`src/rtl/logicnet_pkg.sv`:
```
// Shared LogicNet definitions: activation code width, code type and the 2-bit
// threshold quantizer used by the input packer and hidden-layer re-quantization.
package logicnet_pkg;

    localparam int unsigned ACT_BITS = 2;

    typedef logic [ACT_BITS-1:0] act_code_t;

    // Unsigned compare against three ascending thresholds gives a code 0..3.
    function automatic act_code_t quantize2(input logic [31:0] x, input logic [31:0] t1,
                                            input logic [31:0] t2, input logic [31:0] t3);
        act_code_t c;
        c = act_code_t'(x >= t1) + act_code_t'(x >= t2) + act_code_t'(x >= t3);
        return c;
    endfunction

endpackage

```
`src/rtl/logicnet_quantizer2.sv`:
```
// Combinational 2-bit quantizer: maps an unsigned IN_WIDTH value to an activation
// code by comparing against thresholds T1 < T2 < T3.
module logicnet_quantizer2
    import logicnet_pkg::*;
#(
    parameter int unsigned IN_WIDTH = 8,
    parameter int unsigned T1       = 64,
    parameter int unsigned T2       = 128,
    parameter int unsigned T3       = 192
) (
    input  logic [IN_WIDTH-1:0] x,
    output act_code_t           code
);

    assign code = quantize2(32'(x), T1, T2, T3);

endmodule

```
`src/rtl/logicnet_input_packer.sv`:
```
// Quantizes a stream of raw features and packs each sample into one activation vector.
// Define INPUT_PACKER_FRAME_CHECK_EN to enforce s_last framing and drive frame_err.
module logicnet_input_packer
    import logicnet_pkg::*;
#(
    parameter int unsigned NUM_FEATURES = 16,
    parameter int unsigned IN_WIDTH     = 8,
    parameter int unsigned T1           = 64,
    parameter int unsigned T2           = 128,
    parameter int unsigned T3           = 192
) (
    input  logic                             clk,
    input  logic                             rst_n,
    input  logic                             s_valid,
    output logic                             s_ready,
    input  logic [IN_WIDTH-1:0]              s_data,
    input  logic                             s_last,
    output logic                             m_valid,
    input  logic                             m_ready,
    output logic [ACT_BITS*NUM_FEATURES-1:0] m_data,
    output logic                             frame_err,
    output logic [15:0]                      frame_cnt
);

    localparam int unsigned IDX_W = $clog2(NUM_FEATURES);
    localparam int unsigned VEC_W = ACT_BITS * NUM_FEATURES;
    localparam logic [IDX_W-1:0] LAST_IDX = IDX_W'(NUM_FEATURES - 1);

    act_code_t        code;
    logic [VEC_W-1:0] acc_q, acc_d;
    logic [VEC_W-1:0] out_q;
    logic [IDX_W-1:0] idx_q, idx_d;
    logic             valid_q;
    logic             err_q;
    logic [15:0]      cnt_q;
    logic             at_last;
    logic             accept;
    logic             close;
    logic             bad;
    logic             frame_done;

    logicnet_quantizer2 #(
        .IN_WIDTH (IN_WIDTH),
        .T1       (T1),
        .T2       (T2),
        .T3       (T3)
    ) u_quant (
        .x    (s_data),
        .code (code)
    );

    assign at_last = (idx_q == LAST_IDX);
    // Only the closing beat can stall: it needs the output register free or draining.
    assign s_ready = !(at_last && valid_q && !m_ready);
    assign accept  = s_valid && s_ready;

`ifdef INPUT_PACKER_FRAME_CHECK_EN
    assign bad   = accept && (s_last != at_last);
    assign close = accept && (at_last || s_last);
`else
    logic unused_s_last;
    assign unused_s_last = s_last;
    assign bad   = 1'b0;
    assign close = accept && at_last;
`endif

    assign frame_done = close && !bad;

    always_comb begin
        acc_d = acc_q;
        idx_d = idx_q;
        if (accept) begin
            acc_d[ACT_BITS*idx_q +: ACT_BITS] = code;
            idx_d = close ? '0 : idx_q + 1'b1;
        end
    end

    always_ff @(posedge clk or negedge rst_n) begin
        if (!rst_n) begin
            acc_q   <= '0;
            idx_q   <= '0;
            out_q   <= '0;
            valid_q <= 1'b0;
            err_q   <= 1'b0;
            cnt_q   <= '0;
        end else begin
            acc_q <= acc_d;
            idx_q <= idx_d;
            err_q <= bad;
            // A completing frame wins over a drain so back-to-back frames keep m_valid high.
            if (frame_done) begin
                out_q   <= acc_d;
                valid_q <= 1'b1;
                cnt_q   <= cnt_q + 16'd1;
            end else if (m_ready) begin
                valid_q <= 1'b0;
            end
        end
    end

    assign m_valid   = valid_q;
    assign m_data    = out_q;
    assign frame_err = err_q;
    assign frame_cnt = cnt_q;

endmodule

```
`config.mk`:
```
export PLATFORM = sky130hd
export DESIGN_NAME = logicnet_input_packer
export DESIGN_NICKNAME = d
export VERILOG_FILES = /design/src/rtl/logicnet_pkg.sv /design/src/rtl/logicnet_quantizer2.sv /design/src/rtl/logicnet_input_packer.sv
export SDC_FILE = /design/constraint.sdc
export NUM_CORES = 1
export LEC_CHECK = 0
export ABC_AREA = 0
export CORE_AREA = 5 5 94 96
export DETAILED_ROUTE_END_ITERATION = 10
export DIE_AREA = 0 0 99 101
export PLACE_DENSITY = 0.74
export SLEW_MARGIN = 40
export SYNTH_ARGS = -nofsm -noshare
export SYNTH_HDL_FRONTEND = slang
export SYNTH_SLANG_ARGS = --single-unit
```
`constraint.sdc`:
```
create_clock -name clk -period 2.4 [get_ports clk]
set_input_delay 0.24 -clock clk [delete_from_list [all_inputs] [get_ports clk]]
set_output_delay 0.24 -clock clk [all_outputs]
set_load 0.01 [all_outputs]
```
# After elaboration in Yosys (flattened, before gate mapping)
# Cells that the tools add are included.
[totals]
reg_bits = 85
latch_bits = 0
ram_bits = 0
mem_bits_ro = 0
word_cells = 28
memories = 0
[classes]
addsub = 5
multipliers = 0
n_div = 0
order_cmp = 3
n_eq_ne = 1
shift = 2
n_mux = 5
n_bitwise = 0
reduce_logical = 7
[ops]
columns = ["op", "count"]
rows = [
  ["negation 5 -> 34 bit", 1],
  ["variable shift 2 x 34 -> 32 bit, first input constant", 1],
  ["variable part select 2 x 34 -> 32 bit", 1],
  ["bitwise mux 32 bit", 1],
  ["two-way mux 32 bit", 1],
  ["adder 16 x 1 -> 16 bit, second input constant", 1],
  ["greater-or-equal comparator 8 bit, second input constant", 2],
  ["greater-or-equal comparator 8 x 7 -> 1 bit, second input constant", 1],
  ["adder 4 x 1 -> 4 bit, second input constant", 1],
  ["equality test 4 bit, second input constant", 1],
  ["logical AND 1 bit", 4],
  ["two-way mux 4 bit", 1],
  ["adder 1 x 1 -> 2 bit", 1],
  ["adder 2 x 1 -> 2 bit", 1],
  ["zero test 1 bit", 2],
  ["two-way mux 1 bit", 2],
  ["nonzero test 2 bit", 1],
]

# Depth between registers and ports, before layout
# Gate-level depths: netlist of the first run.
[logic_depth]
ltp_word = 7
ltp_mapped = 8
ltp_nobuf = 7

# By module
# A second synthesis of the first run with hierarchy kept.
[hier_totals]
cells_unflattened = 404
area_unflattened_um2 = 4052.6
[modules_own_cells]
columns = ["mod", "n_inst", "cells_each", "area_each_um2", "seq_area_each_um2"]
rows = [
  ["logicnet_input_packer", 1, 402, 4045.1, 2127.0],
  ["logicnet_quantizer2", 1, 2, 7.5, 0.0],
]

# Least setup slack after synthesis of the first run
# OpenSTA, ideal clock, no wires.
[synth_path]
kind = "register to register"
start = "register idx_q[0]"
end = "register out_q[16] (netlist: m_data[16])"
arrival_ps = 2497
t_required_ps = 2275
path_slack_ps = -222
stages_incl_launch_ff = 8
synth_period_minus_slack_ps = 2622
cell_sequence = "dfrtp_1 > buf_2 > clkinv_1 > ha_1 > or3b_2 > nor4_1 > mux2_2 > mux2_2"
[synth_between]
elab_chain_len = 6
word_cells_on_any_way = 11
cone_classes = "add/sub: 1; eq/ne: 1; shift: 2; mux: 2; reduce/logical: 5"
[synth_lines]
columns = ["element", "line_no", "text"]
rows = [
  ["from (decl)", "logicnet_input_packer.sv:32", "logic [IDX_W-1:0] idx_q, idx_d;"],
  ["from (signal assigned)", "logicnet_input_packer.sv:88", "idx_q <= idx_d;"],
  ["branches (longest 5 deep; another with negation 5 -> 34 bit)", "-", ""],
  ["two-way mux 32 bit (*)", "logicnet_input_packer.sv:72", "if (accept) begin"],
  ["named net acc_d[16]", "logicnet_input_packer.sv:30", "logic [VEC_W-1:0] acc_q, acc_d;"],
  ["to (signal assigned)", "logicnet_input_packer.sv:82", "out_q <= '0;"],
  ["to (signal assigned)", "logicnet_input_packer.sv:92", "out_q <= acc_d;"],
  ["to (decl)", "logicnet_input_packer.sv:31", "logic [VEC_W-1:0] out_q;"],
]
# Mark *: on every way through the listed nets, which the timed path passes.
# A chain may end at the register's enable or synchronous reset.

# Worst setup path after layout of the first run
[layout_path]
start = "register idx_q[0]"
end = "register out_q[13] (netlist: m_data[13])"
# The elaborated chain is that of the path after synthesis.

==> flow_summary.toml, run 1 <==
[outcome]
status = "finished clean"

[clock_network]
clk_pin_slew_ns = 0.09
post_cts_buffers = 0
clk_latency_ns = 0.36
htree_num_levels = 3
cts_tree = "built"
cts_made_buffers = 9
cts_root_buf = "clkbuf_8"
cts_buffer_depth = 2
clkSinkCount = 85

[yosys]
synth.area.top_cells = "dfrtp_1, mux2_2, xnor2_1, nand2_1, ha_1"
synth_area_leader_cell = "dfrtp_1"
yosysMostFrequentCell = "dfrtp_1"
synth_common_cells = "dfrtp_1, mux2_2, nand2_1, xnor2_1, nor2_1"
synth_edf_count = 0
syn_inst = 278
synth_top_cell_area_share_pct = 58.78
synth_flop_cell = "dfrtp_1"
netlist_area_um2 = 3618
ys.warnings.count = 0
postSynthAreaPerCell_um2 = 13.02
ys_seq_area_share_pct = 58.78
syn_nets = 295
synth-async-reset-ratio_pct = 100.0
ys_seq_elements = 85
yosysUniqueCellTypes = 38

[critical_path]
worst-path-buf-inv = 2
path_delay_family = "multiplexers"
arrival_ns = 2.58
endpoint_kind = "flop"
r2r-start = "idx_q[0]"
slowest_stage = "dfrtp_2"
crit_type = "reg -> reg"
worstPathRequired_ns = 2.64
cpPeakStageDelay_ns = 0.46
worstReg2RegEnd = "m_data[13]"
r2r_cells = 8
startpoint_type = "flop"
cp_max_fo = 5
cp_cell_sequence = "ha_1 -> nand3_1 -> o21ai_2 -> buf_4 -> nor4_1 -> buf_4 -> mux2_2 -> mux2_2"
r2r_setup_slack_ns = 0.07

[power_and_ir_drop]
internal_power_mw = 3.557
p_sw_mw = 1.671
switching_share_pct = 31.96
powerDensity_nw_per_um2 = 1104
power_mw = 5.227
ir_drop_uv = 733.7
pwr-share-seq_pct = 41.4
pwr-share-clk_pct = 17.9
leakage_nw = 2.138
comb_power_share_pct = 40.7

[flow_run]
cap_violations = 0

[die]
die_x_um = 99
rows = 33
initial_core_util_pct = 45.41
die_y_um = 101
num_io_pins = 64
die_area_um2 = 9999
coreArea_um2 = 7969

[sta]
setup_slack_ns = 0.06515
finalSetupViolCount = 0
setup_tns_ns = 0
worst_slew_pin_slew_ns = 0.5137
fmax_ghz = 0.4283
holdWs_ns = 0.3891
hold_violations = 0
fin_crit_sh_pct = 97.29
skew_ns = 0.01032
slew_violations = 0
max_slew_margin_pct = 65.49
min_period_ns = 2.335

[grt]
grt_max_degree = 48
grt_overflow = 0
grt_pass1_wl_um = 12430
grt_usage_pct = 15.74
first_global_vias = 2547
antenna_found_initial = 0

[layout]
layout-drive-gt1-share_pct = 32.78
nNetsFinal = 375
fin_util_pct = 59.41
fill_cells = 623
final_area_um2 = 4735
areaGrowthSynthToFinish_pct = 30.84
num_antenna_cells = 0
fin_cells = 468

[routing]
vias = 2337
dr.pass1.iters = 4
drt-wirelength-per-cell_um = 15.59
drc = 0
drtIter0Drc = 58
ant_nets = 0
wl_um = 7296
vias_per_cell = 4.994

[placement]
placed_cells = 451
place_congestion = 0.8646
post-dp-hpwl_um = 5334
pre_cts_ws_ns = -0.02527
placed_area_um2 = 4498
io_buffers = 55

[hold_path]
hold_class = "in -> async"
-- cell families after synthesis --
group,synth area share (%)
adder cells (fa/ha/maj),1.383
XOR/XNOR,4.115
other,0.1036
multiplexers,19.19
AO/OA/AOI/OAI,2.248
buffers and inverters,2.662
AND/OR/NAND/NOR,11.51
flip-flops,58.78
-- worst max path at each step --
stage                            end  startpoint  cells past startpoint
after CTS                 m_data[16]    idx_q[0]                      6
after detailed placement  m_data[16]    idx_q[0]                      6
after floorplan           m_data[16]    idx_q[0]                      7
final                     m_data[13]    idx_q[0]                      8
after global routing      m_data[13]    idx_q[0]                      8
after global placement    m_data[16]    idx_q[0]                      6
-- cells in the final DEF (no fill, tap or decap), drive strengths merged, types with 3 or more instances in the layout --
cell type      count
nor4               6
mux2              61
ha                 4
nand4              5
nor2              10
nor2b              3
xnor2             13
and3               5
o21ai              5
and2               4
nand2             21
nand3              8
clkdlybuf4s50     54
xor2               4
inv                7
dfrtp             85
clkbuf            12
clkinv             3
nor3               5
buf               27
-- area by class of cell --
type                            count  area [µm²]  area share (%)
Sequential cell                    85        2128           44.95
Timing Repair Buffer               82       765.7           16.17
Multi-Input combinational cell    173        1493           31.53
Inverter                            7       31.28          0.6607
Clock buffer                       12       155.1           3.277
Tap cell                          105       131.4           2.775
Clock inverter                      4       30.03          0.6342
-- power groups by stage --
stage | combinational (mW) | sequential (mW) | clock, mW
final | 2.13 | 2.16 | 0.935
after CTS | 2.10 | 2.17 | 0.961
after global placement | 2.04 | 2.17 | 0
after detailed placement | 2.08 | 2.19 | 0
after floorplan | 1.08 | 2.24 | 0
after global routing | 2.32 | 2.23 | 1.02
-- registers in the layout, summed over array words and instances, names as in the netlist --
register   count
acc_q         32
frame_cnt     16
idx_q          4
m_valid        1
m_data        32
-- routing by layer --
layer  vias up  global-route usage, %  wire, µm
met5         -                      0         0
met4         0                  6.513       145
met3         9                  3.875       217
met2        36                  25.21      3584
met1      1165                  20.52      3348
li1       1127                      -         -
-- repair_timing --
action                     in CTS  in global routing
hold buffers                    1                  0
setup endpoints to repair       4                 13
hold endpoints to repair       38                  0
gates resized for setup         1                  8
Note: power is estimated with default switching activity, not from simulation.
==> inputs of run 2 (changes only) <==
--- a/config.mk
+++ b/config.mk
@@ -9,7 +9,9 @@
 export CORE_AREA = 5 5 94 96
 export DETAILED_ROUTE_END_ITERATION = 10
 export DIE_AREA = 0 0 99 101
+export GPL_ROUTABILITY_DRIVEN = 0
 export PLACE_DENSITY = 0.74
+export SETUP_SLACK_MARGIN = 0.4
 export SLEW_MARGIN = 40
 export SYNTH_ARGS = -nofsm -noshare
 export SYNTH_HDL_FRONTEND = slang
==> flow_summary.toml, run 2 (synthesis results as in run 1) <==
[outcome]
status = "finished clean"

[critical_path]
slowest_stage = "dfrtp_2"
worstPathRequired_ns = 2.63
startpoint_type = "flop"
worst-path-buf-inv = 0
cp_cell_sequence = "ha_2 -> and3_4 -> a211o_1 -> or4_4 -> mux2_4 -> mux2_4"
cpPeakStageDelay_ns = 0.50
cp_max_fo = 5
arrival_ns = 2.58
crit_type = "reg -> reg"
crit_path_frequent_cell = "mux2_4"
path_delay_family = "simple AND/OR/NAND/NOR gates"
endpoint_kind = "flop"

[placement]
placed_area_um2 = 4577
io_buffers = 55
post-dp-hpwl_um = 5273

[power_and_ir_drop]
switching_share_pct = 32.42
power_mw = 5.853
powerDensity_nw_per_um2 = 1160
comb_power_share_pct = 45.3
internal_power_mw = 3.956
ir_drop_uv = 545.5
pwr-share-clk_pct = 17.4
leakage_nw = 2.263
pwr-share-seq_pct = 37.3
p_sw_mw = 1.897

[grt]
grt_overflow = 0
antenna_found_initial = 0
grt_usage_pct = 16.81
first_global_vias = 2602
grt_pass1_wl_um = 13230
grt_max_degree = 52

[layout]
areaGrowthSynthToFinish_pct = 39.42
final_common_cell = "dfrtp_1"
nNetsFinal = 375
fill_cells = 573
layout-drive-gt1-share_pct = 37.74
num_antenna_cells = 0
final_cell_mix = "dfrtp_1, clkdlybuf4s50_1, mux2_4"
final_area_um2 = 5045

[clock_network]
cts_buffer_depth = 2
cts_made_buffers = 9
clk_latency_ns = 0.35
cts_root_buf = "clkbuf_8"
clkSinkCount = 85
clk_pin_slew_ns = 0.08
htree_num_levels = 3
cts_tree = "built"

[sta]
finalSetupViolCount = 0
min_period_ns = 2.348
slew_violations = 0
max_slew_margin_pct = 55.62
rsz0062_at_grt = "yes"
hold_violations = 0
holdWs_ns = 0.4582
fmax_ghz = 0.4258
skew_ns = 0.01261
fin_crit_sh_pct = 97.85
worst_slew_pin_slew_ns = 0.6657

[routing]
wl_um = 7867
ant_nets = 0
drtIter0Drc = 133
drt-wirelength-per-cell_um = 16.81
vias_per_cell = 5.145
dr.pass1.iters = 4
drc = 0
vias = 2408

[hold_path]
hold_class = "in -> async"

[die]
initial_core_util_pct = 45.41
rows = 33
num_io_pins = 64
coreArea_um2 = 7969
die_x_um = 99
die_y_um = 101
die_area_um2 = 9999

[flow_run]
cap_violations = 0
[run 2: changes by cell type in the layout (fill, tap and decap cells not counted), moves of 3 or more]
cell | before | now
buf_4 | 26 | 22
mux2_4 | 2 | 38
nor3_4 | 0 | 3
nor3_1 | 4 | 1
nor2_4 | 0 | 4
nor2_1 | 9 | 6
mux2_2 | 59 | 23
[run 2: power groups by stage]
| stage | registers (mW) | clock network [mW] | logic (mW) |
|---|---|---|---|
| after CTS | 2.18 | 1.05 | 2.45 |
| final | 2.18 | 1.02 | 2.65 |
| after global placement | 2.18 | 0 | 2.17 |
| after floorplan | 2.25 | 0 | 1.23 |
| after detailed placement | 2.20 | 0 | 2.22 |
| after global routing | 2.25 | 1.12 | 2.84 |
[run 2: final timing paths]
| path | startpoint | cells past startpoint | slack, ns | endpoint |
|---|---|---|---|---|
| min in group clk | frame_cnt[15] | 1 | 0.48 | frame_cnt[15] |
| setup / recovery | idx_q[0] | 6 | 0.05 | m_data[23] |
| max in group asynchronous | rst_n | 3 | 1.33 | acc_q[15] |
| hold / removal | rst_n | 2 | 0.46 | m_data[5] |
| hold reg to reg | frame_cnt[15] | 1 | 0.48 | frame_cnt[15] |
| setup reg to reg | idx_q[0] | 6 | 0.05 | m_data[23] |
[run 2: layer usage]
layer | vias up | part of all wire (%) | track usage, %
met3 | 12 | 3.9 | 4.498
met5 | - | 0 | 0
met4 | 0 | 2.2 | 6.618
met1 | 1220 | 46 | 22.58
met2 | 48 | 48 | 26.08
li1 | 1128 | - | -
[run 2: area by class of cell]
cell class	count	area (µm²)	share of cell area, %
Inverter	7	38.79	0.7688
Multi-Input combinational cell	173	1750	34.70
Timing Repair Buffer	82	793.3	15.72
Clock buffer	11	141.4	2.803
Clock inverter	5	60.06	1.190
Sequential cell	85	2130	42.21
Tap cell	105	131.4	2.604
[run 2: per-stage QoR]
stage	instances	setup WS, ns	utilization, %	setup TNS (ns)
2_1_floorplan	278	0.09118	-	0
3_3_place_gp	444	-0.007128	57.43	-0.008531
3_5_place_dp	444	-0.03972	57.43	-0.3596
4_1_cts	466	0.07582	61.83	0
5_1_grt	468	-0.03017	63.31	-0.03898
6_report	468	0.05157	63.31	0
[run 2: what timing repair did]
action,CTS,global route
buffers inserted,5,2
setup endpoints to repair,77,75
resized for setup,28,25
endpoints found under the hold margin,50,0
pin swaps,7,9
hold buffers,1,0
